==> config.mk <==
export PLATFORM = sky130hd
export DESIGN_NAME = muldiv_seq
export DESIGN_NICKNAME = d
export VERILOG_FILES = /design/src/rtl/muldiv_seq.sv
export SDC_FILE = /design/constraint.sdc
export NUM_CORES = 1
export LEC_CHECK = 0
export ABC_CLOCK_PERIOD_IN_PS = 12000
export CORE_MARGIN = 5
export CORE_UTILIZATION = 45
export CTS_CLUSTER_SIZE = 40
export DETAILED_ROUTE_END_ITERATION = 16
export GPL_TIMING_DRIVEN = 0
export PLACE_DENSITY_LB_ADDON = 0.1
export SLEW_MARGIN = 20
export SYNTH_ARGS = -nofsm -noshare
export SYNTH_HDL_FRONTEND = slang
export SYNTH_SLANG_ARGS = --single-unit
==> constraint.sdc <==
create_clock -name clk -period 12 [get_ports clk]
set_clock_uncertainty 0.1 [all_clocks]
set_input_delay 2.4 -clock clk [delete_from_list [all_inputs] [get_ports clk]]
set_output_delay 2.4 -clock clk [all_outputs]
set_load 0.005 [all_outputs]
==> src/rtl/muldiv_seq.sv <==
// muldiv_seq: iterative sequencer for the MIPS MULT/MULTU/DIV/DIVU HI/LO unit.
//   One shift-add (multiply) or restoring-divide step per RUN cycle over
//   unsigned magnitudes, followed by a sign fix-up and a one-cycle done pulse.
// Ports:
//   clk          rising-edge clock
//   clr          asynchronous active-high reset (aborts any operation)
//   start        operation request, accepted only in IDLE or DONE
//   op           00 MULTU, 01 MULT, 10 DIVU, 11 DIV
//   a, b         rs / rt operands (captured on start accept)
//   busy         high in PREP, RUN, FIXUP (pipeline stalls on it)
//   done         one-cycle pulse in DONE
//   div_by_zero  valid with done; set when a divide had b == 0
//   step         iteration counter (0..WIDTH-1 during RUN)
//   hi, lo       product high/low, or remainder/quotient
module muldiv_seq #(
    parameter int WIDTH = 32,
    parameter int CNT_W = 6
) (
    input  logic             clk,
    input  logic             clr,
    input  logic             start,
    input  logic [1:0]       op,
    input  logic [WIDTH-1:0] a,
    input  logic [WIDTH-1:0] b,
    output logic             busy,
    output logic             done,
    output logic             div_by_zero,
    output logic [CNT_W-1:0] step,
    output logic [WIDTH-1:0] hi,
    output logic [WIDTH-1:0] lo
);

    typedef enum logic [2:0] {S_IDLE, S_PREP, S_RUN, S_FIXUP, S_DONE} state_t;

    state_t             r_state;
    state_t             w_next;

    logic [1:0]         r_op;
    logic [WIDTH-1:0]   r_a;
    logic [WIDTH-1:0]   r_b;
    // Multiplicand magnitude (multiply) or divisor magnitude (divide).
    logic [WIDTH-1:0]   r_mb;
    // Multiply: {partial product, remaining multiplier bits}.
    // Divide:   {partial remainder, dividend bits shifting into quotient}.
    logic [2*WIDTH-1:0] r_acc;
    logic               r_neg_lo;   // negate product / quotient
    logic               r_neg_hi;   // negate remainder (dividend was negative)
    logic [CNT_W-1:0]   r_step;
    logic [WIDTH-1:0]   r_hi;
    logic [WIDTH-1:0]   r_lo;
    logic               r_dbz;

    logic               w_accept;
    logic               w_is_div;
    logic               w_a_neg;
    logic               w_b_neg;
    logic [WIDTH-1:0]   w_a_mag;
    logic [WIDTH-1:0]   w_b_mag;
    logic               w_b_zero;
    logic               w_last;
    logic [WIDTH:0]     w_add;
    logic [WIDTH:0]     w_shift;
    logic [WIDTH:0]     w_diff;
    logic               w_ge;

    assign w_accept = start && (r_state == S_IDLE || r_state == S_DONE);
    assign w_is_div = r_op[1];
    assign w_a_neg  = r_op[0] & r_a[WIDTH-1];
    assign w_b_neg  = r_op[0] & r_b[WIDTH-1];
    // -0x80000000 is 0x80000000, which is the correct unsigned magnitude.
    assign w_a_mag  = w_a_neg ? -r_a : r_a;
    assign w_b_mag  = w_b_neg ? -r_b : r_b;
    assign w_b_zero = (r_b == '0);
    assign w_last   = (r_step == CNT_W'(WIDTH-1));

    // Multiply step: add multiplicand when the current multiplier LSB is set;
    // the carry becomes the new top bit after the right shift.
    assign w_add    = {1'b0, r_acc[2*WIDTH-1:WIDTH]} + (r_acc[0] ? {1'b0, r_mb} : '0);

    // Divide step: shift next dividend bit into the remainder and trial-subtract.
    // The remainder is always < divisor, so the shifted value fits WIDTH+1 bits
    // and the borrow (MSB of the difference) tells whether it went negative.
    assign w_shift  = r_acc[2*WIDTH-1:WIDTH-1];
    assign w_diff   = w_shift - {1'b0, r_mb};
    assign w_ge     = ~w_diff[WIDTH];

    // State register
    always_ff @(posedge clk or posedge clr) begin
        if (clr) r_state <= S_IDLE;
        else     r_state <= w_next;
    end

    // Next state and decoded outputs
    always_comb begin
        w_next = r_state;
        busy   = 1'b0;
        done   = 1'b0;
        case (r_state)
            S_IDLE:  if (start) w_next = S_PREP;
            S_PREP: begin
                busy   = 1'b1;
                w_next = (w_is_div && w_b_zero) ? S_DONE : S_RUN;
            end
            S_RUN: begin
                busy = 1'b1;
                if (w_last) w_next = S_FIXUP;
            end
            S_FIXUP: begin
                busy   = 1'b1;
                w_next = S_DONE;
            end
            S_DONE: begin
                done   = 1'b1;
                w_next = start ? S_PREP : S_IDLE;
            end
            default: w_next = S_IDLE;
        endcase
    end

    // Datapath
    always_ff @(posedge clk or posedge clr) begin
        if (clr) begin
            r_op     <= '0;
            r_a      <= '0;
            r_b      <= '0;
            r_mb     <= '0;
            r_acc    <= '0;
            r_neg_lo <= 1'b0;
            r_neg_hi <= 1'b0;
            r_step   <= '0;
            r_hi     <= '0;
            r_lo     <= '0;
            r_dbz    <= 1'b0;
        end else begin
            if (w_accept) begin
                r_op  <= op;
                r_a   <= a;
                r_b   <= b;
                r_dbz <= 1'b0;
            end
            case (r_state)
                S_PREP: begin
                    r_step   <= '0;
                    r_neg_lo <= w_a_neg ^ w_b_neg;
                    r_neg_hi <= w_a_neg;
                    if (w_is_div) begin
                        r_acc <= {{WIDTH{1'b0}}, w_a_mag};
                        r_mb  <= w_b_mag;
                    end else begin
                        r_acc <= {{WIDTH{1'b0}}, w_b_mag};
                        r_mb  <= w_a_mag;
                    end
                    // Divide by zero skips the iterations and reports directly.
                    if (w_is_div && w_b_zero) begin
                        r_hi  <= r_a;
                        r_lo  <= '1;
                        r_dbz <= 1'b1;
                    end
                end
                S_RUN: begin
                    // Counter stops at terminal count so it reads WIDTH-1 afterwards.
                    if (!w_last) r_step <= r_step + CNT_W'(1);
                    if (w_is_div)
                        r_acc <= {(w_ge ? w_diff[WIDTH-1:0] : w_shift[WIDTH-1:0]),
                                  r_acc[WIDTH-2:0], w_ge};
                    else
                        r_acc <= {w_add, r_acc[WIDTH-1:1]};
                end
                S_FIXUP: begin
                    if (w_is_div) begin
                        r_lo <= r_neg_lo ? -r_acc[WIDTH-1:0]       : r_acc[WIDTH-1:0];
                        r_hi <= r_neg_hi ? -r_acc[2*WIDTH-1:WIDTH] : r_acc[2*WIDTH-1:WIDTH];
                    end else begin
                        {r_hi, r_lo} <= r_neg_lo ? -r_acc : r_acc;
                    end
                end
                default: ;
            endcase
        end
    end

    assign step        = r_step;
    assign hi          = r_hi;
    assign lo          = r_lo;
    assign div_by_zero = r_dbz;

endmodule

; ---- Word-level counts from Yosys, hierarchy flattened
; Index checks and enable logic that the tools add are counted.
[classes]
add_sub_neg = 8
n_reduce_logical = 11
muxes = 29
n_bitwise = 4
n_eq_ne = 9
[ops]
columns = cell, n
row1 = 32-bit 2-to-1 mux, 12
row2 = 64-bit 2-to-1 mux, 2
row3 = 32-bit negator, 4
row4 = 32-bit one-hot mux with 2 select lines, 2
row5 = 64-bit one-hot mux with 2 select lines, 1
row6 = 64-bit negator, 1
row7 = 32-bit by 32-bit adder with 33-bit output, 1
row8 = 33-bit by 32-bit subtractor with 33-bit output, 1
row9 = 32-bit logical NOT, 1
row10 = 3-bit one-hot mux with 5 select lines, 1
row11 = 6-bit one-hot mux with 2 select lines, 1
row12 = 3-bit 2-to-1 mux, 3
row13 = 2-bit != test (second input constant), 4
row14 = 6-bit by 1-bit adder with 6-bit output (second input constant), 1
row15 = 3-bit by 2-bit equality test with 1-bit output (second input constant), 2
row16 = 6-bit by 5-bit equality test with 1-bit output (second input constant), 1
row17 = 1-bit 2-to-1 mux, 6
row18 = 6-bit 2-to-1 mux, 1
row19 = 2-bit AND reduction, 3
row20 = 2-bit nonzero test, 2
row21 = 3-bit by 1-bit equality test with 1-bit output (second input constant), 1
row22 = 3-bit equality test (second input constant), 1
row23 = 3-bit logical NOT, 1
row24 = 3-bit OR reduction, 1
row25 = 5 further kinds, 7
[word_totals]
elab_cells = 73
reg_bits = 238
inputBits = 69

; ---- Longest topological paths before layout
[depth]
word_depth = 6
ltp_mapped = 15
mapped_depth_nobuf = 14

; ---- Least setup slack after synthesis
; No wires, ideal clock.
[synth_timing]
kind = flip-flop to flip-flop
from = register r_acc[0]
to = register r_acc[61]
n_path_buf = 1
setup_slack_ps = 8214
setup_time_ps = 126
t_required_ps = 11774
stages_incl_launch_ff = 15
arrival_ps = 3560
path_cell_list = dfrtp_1 clkinv_1 clkbuf_1 nor2_1 ha_1 and3_1 a221o_1 o31a_1 o32ai_2 o21ai_0 o21ai_1 o31a_1 o21ai_0 xor2_1 a221o_1
[synth_via]
elab_chain_len = 4
[synth_rtl]
columns = element, line
row1 = start: declaration, 45  ; logic [2*WIDTH-1:0] r_acc;
row2 = start signal: assignment, 147  ; r_acc <= {{WIDTH{1'b0}}, w_a_mag};
row3 = start signal: assignment, 150  ; r_acc <= {{WIDTH{1'b0}}, w_b_mag};
row4 = start signal: assignment, 164  ; r_acc <= {(w_ge ? w_diff[WIDTH-1:0] : w_shift[WIDTH-1:0]),
row5 = 32-bit 2-to-1 mux, 78  ; assign w_add = {1'b0, r_acc[2*WIDTH-1:WIDTH]} + (r_acc[0] ? {1'b0, r_mb} : '0);
row6 = 32-bit by 32-bit adder with 33-bit output, 78
row7 = 64-bit 2-to-1 mux, 163  ; if (w_is_div)
row8 = 64-bit one-hot mux with 2 select lines, 141  ; case (r_state)
; Every way passes these cells.
; A chain may end at the register's enable or synchronous reset.

; ---- Worst setup path in the final report
[layout_timing]
from = register r_acc[31]
to = register r_acc[32]
[layout_via]
elab_chain_len = 4
[layout_rtl]
columns = element, line
row1 = 33-bit by 32-bit subtractor with 33-bit output, 84  ; assign w_diff = w_shift - {1'b0, r_mb};
row2 = 32-bit 2-to-1 mux (*), 164
row3 = 64-bit 2-to-1 mux (*), 163
row4 = 64-bit one-hot mux with 2 select lines (*), 141
; Mark *: on every way between the ends. The rest lies on a longest branch, timed or not.

==> results.cfg <==
[clock_network]
cts_tree = built
insertion_delay_ns = 0.58
clock_path_buffers = 3
postCtsSetupRepairBufs = 0
postCtsHoldBufs = 0
clockRootBuffer = clkbuf_16
clkTransAtPathRegs_ns = 0.06
cts.sinks = 238
htreeDepth = 1
cts.repair.resized = 0
numCtsBuffers = 28

[power_and_ir_drop]
p_int_mw = 3.292
p_seq_share_pct = 25.2
p_sw_share_pct = 49.59
p_sw_mw = 3.238
leakage_nw = 8.451
power_frac_comb_pct = 61.2
clock_power_share_pct = 13.6
power_density_nw_per_um2 = 328.2
ir_worst_vdd_v = 0.0001182

[yosys]
synth_common_cells = 238 x dfrtp_1, 205 x nand2_1, 186 x nor2_1
synth_edf_count = 0
synth.distinct_cells = 86
syn_nets = 2111
yosys-top-cells-area = dfrtp_1 35%, ha_1 5.1%, nand2_1 4.6%
ys_seq_area_share_pct = 35.29
yosysMostFrequentCell = dfrtp_1
netlist_instances = 1971
synth_top_area_share_pct = 35.29
avgSynthCellArea_sq_um = 8.562
synth-main-ff-cell = dfrtp_1
ys_ff_latch = 238
yosys_warnings = 0
netlist_area_sq_um = 16880
synthArstFlopShare_pct = 100.0
yosys.area.top_type = dfrtp_1

[final_layout]
antenna_cells = 0
drive_gt1_share_pct = 7.255
multi_input_area_sq_um = 10090
area_delta_synth_final_pct = 17.87
finalInstanceArea_sq_um = 19890
regArea_sq_um = 5956
n_fill_cell = 3545
final_nets = 2284

[sta]
period_share_pct = 44.15
max_freq_ghz = 0.1887
rsz0062_at_grt = no
slew_headroom_pct = 27.29
finalHoldViolCount = 0
fin_setup_tns_ns = 0
post-route-min-period_ns = 5.298
finalSetupViolations = 0
finalMaxSlewViolations = 0
tightestPinTransition_ns = 1.087

[global_route]
grt_max_degree = 99
grt_pass1_wl_microns = 94230
grt_util_all_layers_pct = 29.13
gr-total-overflow = 0
grt_pass1_vias = 15230
antenna_found_initial = 0

[worst_setup_path]
path_class = reg -> reg
worstPathMaxFanout = 10
startpoint_type = flip-flop
cp.arrival_ns = 5.61
critPathRequiredTime_ns = 12.31
cp-end-kind = flip-flop

[route]
dr.pass1.iters = 6
routed_wl_microns = 61800
vias = 16000
drtAntennaViolNets = 0
drcViolationCount = 0
viasPerCell = 6.066
drt_iter0_markers = 1685
avgRoutedWirePerCell_microns = 23.43

[hold_path]
hp-class = reg -> reg

[run_status]
outcome = finished, final reports clean

[floorplanning]
coreArea_sq_um = 37310
num_rows = 71
ios = 142
start_util_pct = 45.23
die_x_microns = 203.7
die_h_microns = 203.7
die_area_sq_um = 41480

[run]
maxCapViolCount = 0

[place]
portBuffers = 141
dp_hpwl_microns = 48860
placed_area_sq_um = 18950
globalplace.congestion = 0.9920
placed cells by master, fill, tap and decap left out, types with 14 or more instances in the layout:
cell type | synthesis | final
a31oi_1 | 36 | 36
o211ai_1 | 23 | 23
o21ai_0 | 143 | 143
a221o_1 | 14 | 14
clkbuf_16 | 0 | 29
dfrtp_1 | 238 | 238
nor4_1 | 15 | 15
nor3_1 | 64 | 64
clkdlybuf4s50_1 | 0 | 141
nand2_1 | 205 | 205
a22oi_1 | 19 | 19
xnor2_1 | 83 | 83
o41ai_1 | 15 | 15
nor2_1 | 186 | 185
inv_1 | 76 | 75
nand3_1 | 25 | 25
nor2b_1 | 16 | 16
mux2_2 | 59 | 59
o31ai_1 | 18 | 18
clkbuf_1 | 93 | 98
a21oi_1 | 153 | 153
mux2i_1 | 53 | 53
nand2b_1 | 21 | 21
a21o_1 | 28 | 28
ha_1 | 69 | 69
and2_1 | 16 | 16
o221ai_1 | 35 | 35
xor2_1 | 85 | 85
metal layers:
metal / track usage [%] / share of wire [%] / vias to the layer above
met3: 3.260 / 6.7 / 85
met2: 46.26 / 46 / 640
met5: 0 / 0 / -
met4: 7.516 / 2.7 / 0
met1: 42.61 / 45 / 7849
li1: - / - / 7428
state kept, by name (all words and copies together) (netlist names):
name         flops
r_acc           64
hi              32
lo              32
r_a             32
r_b             32
r_mb            32
step             6
r_state          3
r_op             2
div_by_zero      1
r_neg_hi         1
r_neg_lo         1
worst max-delay path, stage by stage, from the launching register on:
cell	delay [ns]
dfrtp_1	0.43
inv_1	0.16
ha_1	0.30
fa_1	0.44
nor2b_1	0.14
o21ai_0	0.17
o211ai_1	0.36
a31oi_1	0.28
o31ai_1	0.64
a41oi_2	0.33
xnor2_2	0.60
buf_2	0.38
buf_2	0.35
nand2_1	0.09
o211ai_1	0.19
o221ai_1	0.19
cell type report:
type,instances,share of cell area (%)
clock buffers,38,4.019
clock inverters,12,0.7422
inverters,77,1.491
multi-input cells,1535,50.73
flip-flops and latches,238,29.94
repair buffers,143,7.372
well taps,474,2.981
plain buffers,121,2.730
power by group through the flow:
| stage | clock, mW | sequential [mW] | combinational, mW |
|---|---|---|---|
| after CTS | 0.901 | 1.63 | 3.94 |
| after floorplan | 0 | 1.47 | 2.65 |
| final | 0.889 | 1.64 | 4.00 |
| after global routing | 0.932 | 1.68 | 4.33 |
| after detailed placement | 0 | 1.64 | 3.92 |
| after global placement | 0 | 1.63 | 3.89 |
metrics by stage:
stage | cells | util, % | hold slack (ns) | total power [mW] | worst slack [ns]
2_1_floorplan | 1971 | - | 0.3498 | 4.120 | 2.969
3_3_place_gp | 2586 | 50.60 | 0.3648 | 5.524 | -0.4176
3_5_place_dp | 2588 | 50.78 | 0.3736 | 5.562 | 6.734
4_1_cts | 2638 | 53.32 | 0.3869 | 6.478 | 6.706
5_1_grt | 2638 | 53.32 | 0.3971 | 6.949 | 6.541
6_report | 2638 | 53.32 | 0.3784 | 6.529 | 6.702
cells by family after synthesis:
| logic type | count (synthesis) | synth area share (%) |
|---|---|---|
| and+or+nand+nor | 618 | 16.94 |
| AOI/OAI and AO/OA | 565 | 21.59 |
| DFF | 238 | 35.29 |
| buffers and inverters | 198 | 4.930 |
| xor gates and xnor gates | 169 | 8.815 |
| muxes | 112 | 7.080 |
| adders and majority gates | 71 | 5.353 |
final timing paths:
check	to	start	depth (start not counted)	slack, ns
worst max register to register	r_acc[32]	r_acc[31]	15	6.70
min in group asynchronous	div_by_zero	clr	2	2.17
worst min register to register	r_mb[19]	r_mb[19]	2	0.38
worst min-delay path	r_mb[19]	r_mb[19]	2	0.38
max in group asynchronous	lo[27]	clr	3	8.70
worst max-delay path	r_acc[32]	r_acc[31]	15	6.70
(Power assumes the default switching activity.)
